### config.mk
export PLATFORM = sky130hd
export DESIGN_NAME = mmio_bridge
export DESIGN_NICKNAME = d
export VERILOG_FILES = /design/src/rtl/mmio_bridge_pkg.sv /design/src/rtl/mmio_addr_decode.sv /design/src/rtl/mmio_bridge.sv
export SDC_FILE = /design/constraint.sdc
export NUM_CORES = 1
export LEC_CHECK = 0
export BUFFER_PORTS_ARGS = -buffer_cell sky130_fd_sc_hd__buf_2
export CAP_MARGIN = 15
export CORE_ASPECT_RATIO = 1.4
export CORE_UTILIZATION = 30
export CTS_CLUSTER_SIZE = 40
export DETAILED_ROUTE_END_ITERATION = 7
export PLACE_DENSITY = 0.69
export SLEW_MARGIN = 20
export SYNTH_ARGS = -nofsm -noshare
export SYNTH_HDL_FRONTEND = slang
export SYNTH_SLANG_ARGS = --single-unit
### constraint.sdc
create_clock -name clk -period 5.5 [get_ports clk]
set_input_delay 1.375 -clock clk [delete_from_list [all_inputs] [get_ports clk]]
set_output_delay 1.375 -clock clk [all_outputs]
set_load 0.05 [all_outputs]
### src/rtl/mmio_bridge_pkg.sv
// Shared types and defaults for the CPU-to-device MMIO bridge.
package mmio_bridge_pkg;

   localparam int unsigned WordW       = 32;
   localparam logic [31:0] DefBaseAddr = 32'h0000_7F00;
   localparam int unsigned DefSpanLog2 = 4;

   typedef enum logic [0:0] {StIdle, StAcc} state_e;

   // Width of a device index; at least one bit so a single device still has a port.
   function automatic int unsigned idx_width(input int unsigned n);
      return (n > 1) ? $clog2(n) : 1;
   endfunction

endpackage

### src/rtl/mmio_addr_decode.sv
// Combinational window decode: maps a CPU byte address to a device hit and index.
module mmio_addr_decode
   import mmio_bridge_pkg::*;
#(
   parameter int unsigned NDEV      = 3,
   parameter logic [31:0] BASE_ADDR = DefBaseAddr,
   parameter int unsigned SPAN_LOG2 = DefSpanLog2,
   localparam int unsigned IdxW     = idx_width(NDEV)
) (
   input  logic [WordW-1:0] addr_i,
   output logic             hit_o,
   output logic [IdxW-1:0]  idx_o
);

   localparam int unsigned TagW = WordW - SPAN_LOG2;

   logic [TagW-1:0]      diff;
   logic [SPAN_LOG2-1:0] unused_addr;

   // Unsigned difference: addresses below the base wrap to huge values and miss.
   assign diff        = addr_i[WordW-1:SPAN_LOG2] - BASE_ADDR[WordW-1:SPAN_LOG2];
   assign hit_o       = (diff < TagW'(NDEV));
   assign idx_o       = diff[IdxW-1:0];
   assign unused_addr = addr_i[SPAN_LOG2-1:0];

endmodule

### src/rtl/mmio_bridge.sv
// MMIO bridge: decodes CPU requests onto one-hot device strobes and returns data/errors.
// Optional device-wait timeout enabled by defining MMIO_BRIDGE_TIMEOUT_EN.
module mmio_bridge
   import mmio_bridge_pkg::*;
#(
   parameter int unsigned NDEV        = 3,
   parameter logic [31:0] BASE_ADDR   = DefBaseAddr,
   parameter int unsigned SPAN_LOG2   = DefSpanLog2,
   parameter int unsigned NINT        = 6,
   parameter int unsigned TIMEOUT_CYC = 16
) (
   input  logic                    clk,
   input  logic                    reset,
   input  logic [WordW-1:0]        praddr,
   input  logic [WordW-1:0]        wdin,
   input  logic                    wecpu,
   input  logic                    recpu,
   output logic [WordW-1:0]        rd,
   output logic                    done,
   output logic                    buserr,
   output logic                    busy,
   output logic [SPAN_LOG2-3:0]    outaddr,
   output logic [WordW-1:0]        wdout,
   output logic [NDEV-1:0]         dev_we,
   output logic [NDEV-1:0]         dev_re,
   input  logic [NDEV*WordW-1:0]   dev_rd,
   input  logic [NDEV-1:0]         dev_ready,
   input  logic [NINT-1:0]         hwintin,
   output logic [NINT-1:0]         hwintout
);

   localparam int unsigned IdxW = idx_width(NDEV);

   if (NDEV < 1 || NDEV > 8 || SPAN_LOG2 < 3 || TIMEOUT_CYC < 1) begin : g_param_check
      $error("mmio_bridge: parameter out of range");
   end

   state_e               state_q;
   logic [IdxW-1:0]      idx_q;
   logic                 we_q;
   logic [WordW-1:0]     rd_q;
   logic                 done_q;
   logic                 buserr_q;
   logic                 busy_q;
   logic [SPAN_LOG2-3:0] outaddr_q;
   logic [WordW-1:0]     wdout_q;
   logic [NDEV-1:0]      dev_we_q;
   logic [NDEV-1:0]      dev_re_q;
   logic [NINT-1:0]      hwint_q;

`ifdef MMIO_BRIDGE_TIMEOUT_EN
   localparam int unsigned CntW = $clog2(TIMEOUT_CYC + 1);
   logic [CntW-1:0]      cnt_q;
`endif

   logic                 dec_hit;
   logic [IdxW-1:0]      dec_idx;
   logic [NDEV-1:0]      dec_oh;
   logic [WordW-1:0]     rd_sel;
   logic                 ready_sel;

   mmio_addr_decode #(
      .NDEV      (NDEV),
      .BASE_ADDR (BASE_ADDR),
      .SPAN_LOG2 (SPAN_LOG2)
   ) u_decode (
      .addr_i (praddr),
      .hit_o  (dec_hit),
      .idx_o  (dec_idx)
   );

   always_comb begin
      dec_oh    = '0;
      rd_sel    = '0;
      ready_sel = 1'b0;
      for (int i = 0; i < NDEV; i++) begin
         dec_oh[i] = (dec_idx == IdxW'(i));
         if (idx_q == IdxW'(i)) begin
            rd_sel    = dev_rd[i*WordW +: WordW];
            ready_sel = dev_ready[i];
         end
      end
   end

   always_ff @(posedge clk) begin
      if (reset) begin
         state_q   <= StIdle;
         idx_q     <= '0;
         we_q      <= 1'b0;
         rd_q      <= '0;
         done_q    <= 1'b0;
         buserr_q  <= 1'b0;
         busy_q    <= 1'b0;
         outaddr_q <= '0;
         wdout_q   <= '0;
         dev_we_q  <= '0;
         dev_re_q  <= '0;
         hwint_q   <= '0;
`ifdef MMIO_BRIDGE_TIMEOUT_EN
         cnt_q     <= '0;
`endif
      end else begin
         hwint_q  <= hwintin;
         done_q   <= 1'b0;
         buserr_q <= 1'b0;
         unique case (state_q)
            StIdle: begin
               // done_q high marks the completion cycle; the CPU is still dropping its request.
               if ((wecpu || recpu) && !done_q) begin
                  if (dec_hit) begin
                     state_q   <= StAcc;
                     idx_q     <= dec_idx;
                     we_q      <= wecpu;
                     outaddr_q <= praddr[SPAN_LOG2-1:2];
                     wdout_q   <= wdin;
                     dev_we_q  <= wecpu ? dec_oh : '0;
                     dev_re_q  <= wecpu ? '0 : dec_oh;
                     busy_q    <= 1'b1;
`ifdef MMIO_BRIDGE_TIMEOUT_EN
                     cnt_q     <= '0;
`endif
                  end else begin
                     done_q   <= 1'b1;
                     buserr_q <= 1'b1;
                     rd_q     <= '0;
                  end
               end
            end
            StAcc: begin
               if (ready_sel) begin
                  if (!we_q) begin
                     rd_q <= rd_sel;
                  end
                  state_q  <= StIdle;
                  done_q   <= 1'b1;
                  busy_q   <= 1'b0;
                  dev_we_q <= '0;
                  dev_re_q <= '0;
`ifdef MMIO_BRIDGE_TIMEOUT_EN
               end else if (cnt_q == CntW'(TIMEOUT_CYC - 1)) begin
                  state_q  <= StIdle;
                  done_q   <= 1'b1;
                  buserr_q <= 1'b1;
                  rd_q     <= '0;
                  busy_q   <= 1'b0;
                  dev_we_q <= '0;
                  dev_re_q <= '0;
               end else begin
                  cnt_q <= cnt_q + 1'b1;
`endif
               end
            end
            default: state_q <= StIdle;
         endcase
      end
   end

   assign rd       = rd_q;
   assign done     = done_q;
   assign buserr   = buserr_q;
   assign busy     = busy_q;
   assign outaddr  = outaddr_q;
   assign wdout    = wdout_q;
   assign dev_we   = dev_we_q;
   assign dev_re   = dev_re_q;
   assign hwintout = hwint_q;

endmodule

==> results of run 1 <==
## registers in the layout (all words and copies together) (netlist names)
signal    cells
dev_we        3
we_q          1
state_q       1
wdout        32
buserr        1
outaddr       2
dev_re        3
idx_q         2
rd           32
done          1
busy          1
hwintout      6
## kinds of logic after synthesis
kind of cell	share of synthesized area, %
AND/OR/NAND/NOR	21.1
AO/OA/AOI/OAI	28.0
multiplexers	7.47
flip-flops	38.5
buffers and inverters	4.90
## stage by stage
| step | std cells | area [sq um] | util, % |
|---|---|---|---|
| 5_1_grt | 915 | 6130 | 42.4 |
| 3_3_place_gp | 898 | 5810 | 40.2 |
| 2_1_floorplan | 502 | 4420 | - |
| 4_1_cts | 914 | 6120 | 42.4 |
| 3_5_place_dp | 898 | 5810 | 40.2 |
| 6_report | 915 | 6130 | 42.4 |
## layer usage
| metal | global-route usage, % | vias to the layer above | wire length [microns] |
|---|---|---|---|
| li1 | - | 2300 | - |
| met1 | 19.7 | 2068 | 5460 |
| met2 | 29.8 | 193 | 6500 |
| met3 | 4.88 | 21 | 1090 |
| met4 | 5.92 | 0 | 278 |
| met5 | 0 | - | 0 |
## area by class of cell
type | instances | area [sq um] | share of cell area (%)
multi-input cells | 364 | 2540 | 41.5
clock inverters | 7 | 90.1 | 1.47
repair buffers | 260 | 1330 | 21.7
flip-flops and latches | 85 | 1700 | 27.8
well taps | 189 | 236 | 3.86
clock buffers | 9 | 225 | 3.68
diodes | 1 | 2.50 | 0.0408
## worst paths after layout
check             cells after the start   endpoint  slack (ns)
setup / recovery                      7  dev_we[0]        2.49
setup reg to reg                      6  dev_we[2]        2.87
hold / removal                        2       busy        0.46
hold reg to reg                       2       busy        0.46
## worst min-delay path, stage by stage (launching register included)
cell	delay (ns)
dfxtp_1	0.31
nand2_1	0.05
a21oi_1	0.05
## power by group through the flow
| stage | registers [uW] | clock network (uW) | logic, uW |
|---|---|---|---|
| final | 620 | 644 | 149 |
| after global routing | 619 | 699 | 162 |
| after global placement | 633 | 0 | 148 |
| after detailed placement | 634 | 0 | 150 |
| after CTS | 619 | 668 | 150 |
| after floorplan | 646 | 0 | 56.4 |
## synthesized netlist by cell type (all sizes together) (2+ instances only)
cell | count | area, sq um
nand4 | 2 | 12.5
a21o | 32 | 240
dfxtp | 85 | 1700
nor4 | 5 | 37.5
nand3 | 38 | 190
o211ai | 32 | 240
or4 | 6 | 48.8
o2bb2ai | 33 | 289
nand2 | 5 | 18.8
nor2 | 3 | 11.3
clkbuf | 39 | 146
a21oi | 37 | 185
nor2b | 8 | 50.1
mux2i | 33 | 330
o21ai | 42 | 210
nand2b | 41 | 257
nand3b | 38 | 289
buf | 14 | 70.1
## placed cells by master, fill, tap and decap left out, types with 2 or more instances in the layout
cell        count
clkbuf_16       9
nor4_1          4
o2bb2ai_1      32
bufinv_16       2
clkinvlp_4      2
a21oi_1        37
o21ai_1        11
nor2_1          3
nand3_1        38
buf_2         250
nand4_1         2
nor2b_2         2
clkinv_2        3
nor2b_1         6
or4_1           5
dfxtp_1        84
nand2_1         5
a21o_1         32
mux2i_1        33
buf_4          10
o21ai_0        30
o211ai_1       32
nand3b_1       37
nand2b_1       41
==> impl_metrics.tcl, run 1 <==
set metrics [dict create \
    synth_warnings 0 \
    vias 4582 \
    synth_cells 502 \
    pwr-share-seq_pct 43.9 \
    p_clk_share_pct 45.6 \
    max_stage_delay_ns 0.55 \
    powerDensity_nw_per_um2 230 \
    avgSynthCellArea_sq_um 8.80 \
    cts_tree "done" \
    p_comb_share_pct 10.5 \
    synth_area_sq_um 4420 \
    rsz0062_at_grt "false" \
    fmax_ghz 0.332 \
    io_pins 254 \
    hp-start "busy" \
    crit_family "simple AND/OR/NAND/NOR gates" \
    numCtsBuffers 9 \
    critPathLaunch "praddr[29]" \
    path_buf_inv 2 \
    fill_cells 1517 \
    drive_above_1_share_pct 39.7 \
    layout_min_cycle_time_ns 3.01 \
    synth-edff-count 0 \
    ys_ff_latch 85 \
    finalMaxSlewViolations 0 \
    timing.rr.start "idx_q[0]" \
    cp_max_fo 88 \
    via_per_inst 5.01 \
    synth_ff_type "dfxtp_1" \
    pre_cts_ws_ns 2.15 \
    power.leakage_uw 0.00278 \
    cts.clk_slew.worst_paths_ns 0.06 \
    p_total_uw 1410 \
    antenna_found_initial 1 \
    fin_ws_ns 2.49 \
    firstDrtPassIters 4 \
    rows 52 \
    die-area_sq_um 15200 \
    htree_levels 3 \
    p_int_uw 1090 \
    hp-class "reg2reg" \
    grt_usage_pct 17.1 \
    swShare_pct 23.1 \
    die_y_microns 146 \
    post-cts-setup-buffer-count 0 \
    min_period_over_period_pct 54.7 \
    port_buffers 251 \
    fp.dieW_microns 105 \
    maxCapViolations 0 \
    ys_seq_area_share_pct 38.5 \
    finClkSkew_ns 0.00524 \
    slew_headroom_pct 32.4 \
    antenna_left 0 \
    hold_violations 0 \
    setup_tns_ns 0 \
    vdd_drop_max_mv 0.124 \
    gp_congestion 0.773 \
    crit_chain "buf_2 -> or4_4 -> a2111oi_4 -> nand3b_2 -> buf_4 -> nor4_2 -> a31o_1" \
    critical-path-slowest-cell "or4_4" \
    wire_per_inst_microns 14.6 \
    outcome "completed" \
    worst-setup-path-type "in2reg" \
    drcViolationCount 0 \
    nets 893 \
    crit_required_ns 5.77 \
    area_growth_pct 38.6 \
    core_sq_um 14400 \
    setup_viol 0 \
    end_kind "register" \
    cts_sinks 85 \
    initial_core_util_pct 30.6 \
    root_buffer "clkbuf_16" \
    grt_overflow 0 \
    cp_data_arrival_time_ns 3.28 \
    cts_resized 0 \
    tightest_slew_ns 1.01 \
    grt_pass1_vias 4314 \
    cp-start-kind "input pin" \
    cts_buffer_depth 2 \
    grt_pass1_wl_microns 21200 \
    holdWs_ns 0.463 \
    clk_latency_ns 0.33 \
    dpl.hpwl_microns 9250 \
    grt_max_degree 120 \
    p_sw_uw 326 \
    synth_nets 675 \
    async_reset_ff_share_pct 0 \
    cts_hold_buf 0 \
    synth_cell_types 33 \
    wl_microns 13300 \
    drt_iter0_drc 173 \
]
No activity file was read; power rests on OpenSTA's default activity.
==> inputs of run 2 (changes only) <==
==> constraint.sdc (replaced) <==
create_clock -name clk -period 2.9 [get_ports clk]
set_input_delay 0.725 -clock clk [delete_from_list [all_inputs] [get_ports clk]]
set_output_delay 0.725 -clock clk [all_outputs]
set_load 0.05 [all_outputs]
==> run 2 against run 1 <==
  * Critical path depth fell by 1
  * Sequential cell count did not move
  * Die area did not move
  * Combinational power rose by 91%
  * Non-clock buffer count rose by 5
  * Cell count rose by 0.44%
  * Core utilization rose by 0.087 points
==> impl_metrics.tcl, run 2 (same netlist as run 1, synthesis figures left out) <==
set metrics [dict create \
    outcome "completed" \
    power.leakage_uw 0.00280 \
    initial_core_util_pct 30.6 \
    wire_per_inst_microns 14.6 \
    antenna_left 0 \
    tightest_slew_ns 0.908 \
    clk_latency_ns 0.33 \
    cts.clk_slew.worst_paths_ns 0.06 \
    cp-start-kind "input pin" \
    htree_levels 3 \
    layout_commonest_cell "buf_2" \
    core_sq_um 14400 \
    postLayoutCoreUtil_pct 42.5 \
    slew_headroom_pct 39.4 \
    cts_buffer_depth 2 \
    cp.depth 6 \
    cts_sinks 85 \
    final_cell_mix "buf_2 (250), dfxtp_1 (84), nand2b_1 (41)" \
    io_pins 254 \
    crit_family "simple AND/OR/NAND/NOR gates" \
    grt_max_degree 79 \
    antenna_found_initial 0 \
    ff2ff_path_depth 4 \
    drive_above_1_share_pct 40.0 \
    rows 52 \
    rsz0062_at_grt "false" \
    vias 4580 \
    firstDrtPassIters 4 \
    maxCapViolations 0 \
    via_per_inst 4.98 \
    path_buf_inv 2 \
    crit_chain "buf_2 -> or4_4 -> a2111oi_4 -> nand3b_2 -> buf_12 -> o31ai_1" \
    cts_hold_buf 0 \
    port_buffers 251 \
    cp_data_arrival_time_ns 2.54 \
    vdd_drop_max_mv 0.212 \
    setup_tns_ns 0 \
    cts_tree "done" \
    fmax_ghz 0.436 \
    layout_min_cycle_time_ns 2.29 \
    gp_congestion 0.779 \
    root_buffer "clkbuf_16" \
    whs_path_depth 2 \
    die_y_microns 146 \
    max_stage_delay_ns 0.54 \
    end_kind "register" \
    min_period_over_period_pct 79.1 \
    worst-setup-path-type "in2reg" \
    nets 898 \
    numCtsBuffers 9 \
    post-cts-setup-buffer-count 0 \
    wl_microns 13500 \
    crit_required_ns 3.14 \
    cts_resized 0 \
    antenna_cells 0 \
    powerDensity_nw_per_um2 409 \
    cp_max_fo 62 \
    setup_viol 0 \
    finClkSkew_ns 0.00734 \
    hp-class "reg2reg" \
    die-area_sq_um 15200 \
    drcViolationCount 0 \
    drt_iter0_drc 120 \
    grt_pass1_wl_microns 21900 \
    hold_violations 0 \
    grt_overflow 0 \
    critical-path-slowest-cell "or4_4" \
    fill_cells 1531 \
    grt_pass1_vias 4402 \
    dpl.hpwl_microns 9520 \
    area_growth_pct 38.9 \
    finalMaxSlewViolations 0 \
    grt_usage_pct 17.6 \
    fp.dieW_microns 105 \
]
[run 2: worst min-delay path, cell delays in order (launching register included)]
cell	delay, ns
dfxtp_1	0.31
nand2_1	0.05
a21oi_1	0.05
[run 2: layout make-up]
class | instances | area, sq um | share of cell area [%]
clock inverter | 6 | 38.8 | 0.632
clock buffer | 10 | 229 | 3.73
tap | 189 | 236 | 3.85
sequential | 85 | 1700 | 27.7
timing repair buffer | 265 | 1390 | 22.6
multi-input combinational | 364 | 2540 | 41.4
[run 2: stage by stage]
step / hold slack (ns) / power (uW) / instance area, sq um / instances / setup WS [ns]
6_report: 0.467 / 2510 / 6140 / 919 / 0.606
5_1_grt: 0.492 / 2640 / 6140 / 919 / 0.516
4_1_cts: 0.470 / 2570 / 6140 / 919 / 0.611
3_5_place_dp: 0.460 / 1490 / 5870 / 903 / 0.266
3_3_place_gp: 0.452 / 1490 / 5870 / 903 / 0.270
2_1_floorplan: 0.470 / 1330 / 4420 / 502 / 0.565
[run 2: final timing paths]
check,slack [ns],to,startpoint
setup / recovery,0.61,dev_re[1],praddr[29]
hold reg to reg,0.47,busy,busy
setup reg to reg,0.84,dev_we[0],idx_q[1]
hold / removal,0.47,busy,busy
[run 2: power breakdown]
group / total [uW] / internal, uW / switching, uW
logic: 284 / 137 / 147
registers: 1180 / 1170 / 1.94
clock network: 1050 / 579 / 472
[run 2: layer usage]
metal | track usage (%) | part of all wire (%) | wire, microns
met1 | 20.4 | 41 | 5560
met5 | 0 | 0 | 0
met4 | 5.07 | 1.1 | 148
met3 | 5.15 | 7.1 | 959
met2 | 31.2 | 50 | 6790
==> inputs of run 3 (changes only) <==
--- a/config.mk
+++ b/config.mk
@@ -11,7 +11,7 @@
 export CORE_UTILIZATION = 30
 export CTS_CLUSTER_SIZE = 40
 export DETAILED_ROUTE_END_ITERATION = 7
-export PLACE_DENSITY = 0.69
+export PLACE_DENSITY = 0.72
 export SLEW_MARGIN = 20
 export SYNTH_ARGS = -nofsm -noshare
 export SYNTH_HDL_FRONTEND = slang
==> constraint.sdc (replaced) <==
create_clock -name clk -period 1.9 [get_ports clk]
set_input_delay 0.475 -clock clk [delete_from_list [all_inputs] [get_ports clk]]
set_output_delay 0.475 -clock clk [all_outputs]
set_load 0.05 [all_outputs]
==> run 3 against run 2 <==
  * Count of clock-buffer cells in the layout stayed put
  * Wire length is 1.3% higher
  * Sequential cell count did not move
  * Critical path depth rose by 1
  * First-iteration DRC count up 24%
  * Setup slack got worse by 0.59 ns
  * Hold slack got worse by 0.12 ns
  * Design area is 5.1% higher
  * Die area unchanged
  * Power up 59%
  * Clock power is 64% higher
  * Largest cell class unchanged
  * Largest power group unchanged
  * Highest routed layer unchanged
==> impl_metrics.tcl, run 3 (same netlist as run 1, synthesis figures left out) <==
set metrics [dict create \
    setup_viol 0 \
    root_buffer "clkbuf_16" \
    initial_core_util_pct 30.6 \
    wl_microns 13600 \
    rows 52 \
    hp-class "in2reg" \
    pre_cts_ws_ns -0.399 \
    cts_hold_buf 0 \
    vias 4640 \
    vdd_drop_max_mv 0.357 \
    port_buffers 251 \
    antenna_found_initial 0 \
    drive_above_1_share_pct 42.2 \
    powerDensity_nw_per_um2 618 \
    grt_usage_pct 17.4 \
    place_inst 916 \
    finClkSkew_ns 0.00545 \
    layout_min_cycle_time_ns 1.88 \
    slew_headroom_pct 64.5 \
    grt_pass1_wl_microns 21500 \
    cp_data_arrival_time_ns 2.08 \
    drcViolationCount 0 \
    fmax_ghz 0.532 \
    worst-setup-path-type "in2reg" \
    area_growth_pct 46.0 \
    rsz0062_at_grt "true" \
    cp-start-kind "input pin" \
    drt_iter0_drc 149 \
    core_sq_um 14400 \
    grt_pass1_vias 4343 \
    path_buf_inv 2 \
    hold_violations 0 \
    firstDrtPassIters 4 \
    final_cell_mix "buf_2 (249), dfxtp_1 (84), nand2b_1 (41)" \
    die-area_sq_um 15200 \
    numCtsBuffers 9 \
    fill_cells 1464 \
    cp_max_fo 71 \
    crit_required_ns 2.10 \
    cts_tree "done" \
    finalMaxSlewViolations 0 \
    maxCapViolations 0 \
    htree_levels 3 \
    critical-path-slowest-cell "or4_4" \
    max_stage_delay_ns 0.54 \
    gp_congestion 0.871 \
    clk_latency_ns 0.33 \
    die_y_microns 146 \
    final_cells 936 \
    design_area_sq_um 6450 \
    power.leakage_uw 0.00296 \
    grt_overflow 0 \
    io_pins 254 \
    postLayoutCoreUtil_pct 44.7 \
    end_kind "register" \
    cts.clk_slew.worst_paths_ns 0.06 \
    crit_family "simple AND/OR/NAND/NOR gates" \
    cts_buffer_depth 2 \
    placed_cell_area_sq_um 6090 \
    fin_ws_ns 0.0206 \
    min_period_over_period_pct 98.9 \
    crit_chain "buf_2 -> or4_4 -> a2111oi_4 -> nand3b_4 -> buf_12 -> nand3b_1 -> o21ai_0" \
    layout_commonest_cell "buf_2" \
    antenna_cells 0 \
    antenna_left 0 \
    via_per_inst 4.96 \
    fp.dieW_microns 105 \
    grt_max_degree 84 \
    outcome "completed" \
    dpl.hpwl_microns 9810 \
    setup_tns_ns 0 \
    tightest_slew_ns 0.532 \
    wire_per_inst_microns 14.6 \
    nets 915 \
    cts_sinks 85 \
]
## run 3: changes by cell type in the layout (fill, tap and decap cells not counted), sizes merged
cell    previous run  this run
buf              265       281
bufinv             0         1
clkbuf            10        11
inv                1         0
## run 3: routing by layer
metal	part of all wire, %	track usage, %	vias up
li1	-	-	2338
met1	41	19.2	2119
met2	50	31.3	162
met3	7.3	5.33	21
met4	1.8	6.13	0
met5	0	0	-
## run 3: path summary, 6_finish.rpt
kind / from / endpoint / slack (ns) / depth (start not counted)
hold / removal: hwintin[0] / hwintout[0] / 0.35 / 2
hold reg to reg: dev_re[1] / dev_re[1] / 0.46 / 2
setup / recovery: praddr[16] / outaddr[0] / 0.02 / 7
setup reg to reg: idx_q[0] / dev_re[2] / 0.27 / 6
## run 3: stage by stage
| stage | power [uW] | hold WS (ns) |
|---|---|---|
| 6_report | 3980 | 0.352 |
| 3_5_place_dp | 2310 | 0.453 |
| 3_3_place_gp | 2300 | 0.447 |
| 2_1_floorplan | 2040 | 0.470 |
| 4_1_cts | 4070 | 0.334 |
| 5_1_grt | 4190 | 0.355 |
## run 3: where the power goes
group,internal [uW],switching [uW]
logic,240,232
registers,1790,2.57
clock network,1020,701
total,3050,936
## run 3: repair_timing
item                                    4_1_cts  5_1_grt
endpoints found under the hold margin         0        0
gates resized for setup                       3        1
endpoints found under the setup margin       11       42
pin swaps                                     0        2
setup buffers                                 0        3
gates cloned                                  0        1
## run 3: cell type report
cell class / count / area [sq um] / area share (%)
Tap cell: 189 / 236 / 3.67
Clock buffer: 10 / 229 / 3.55
Timing Repair Buffer: 282 / 1620 / 25.1
Multi-Input combinational cell: 364 / 2600 / 40.3
Sequential cell: 85 / 1700 / 26.4
Clock inverter: 6 / 63.8 / 0.989
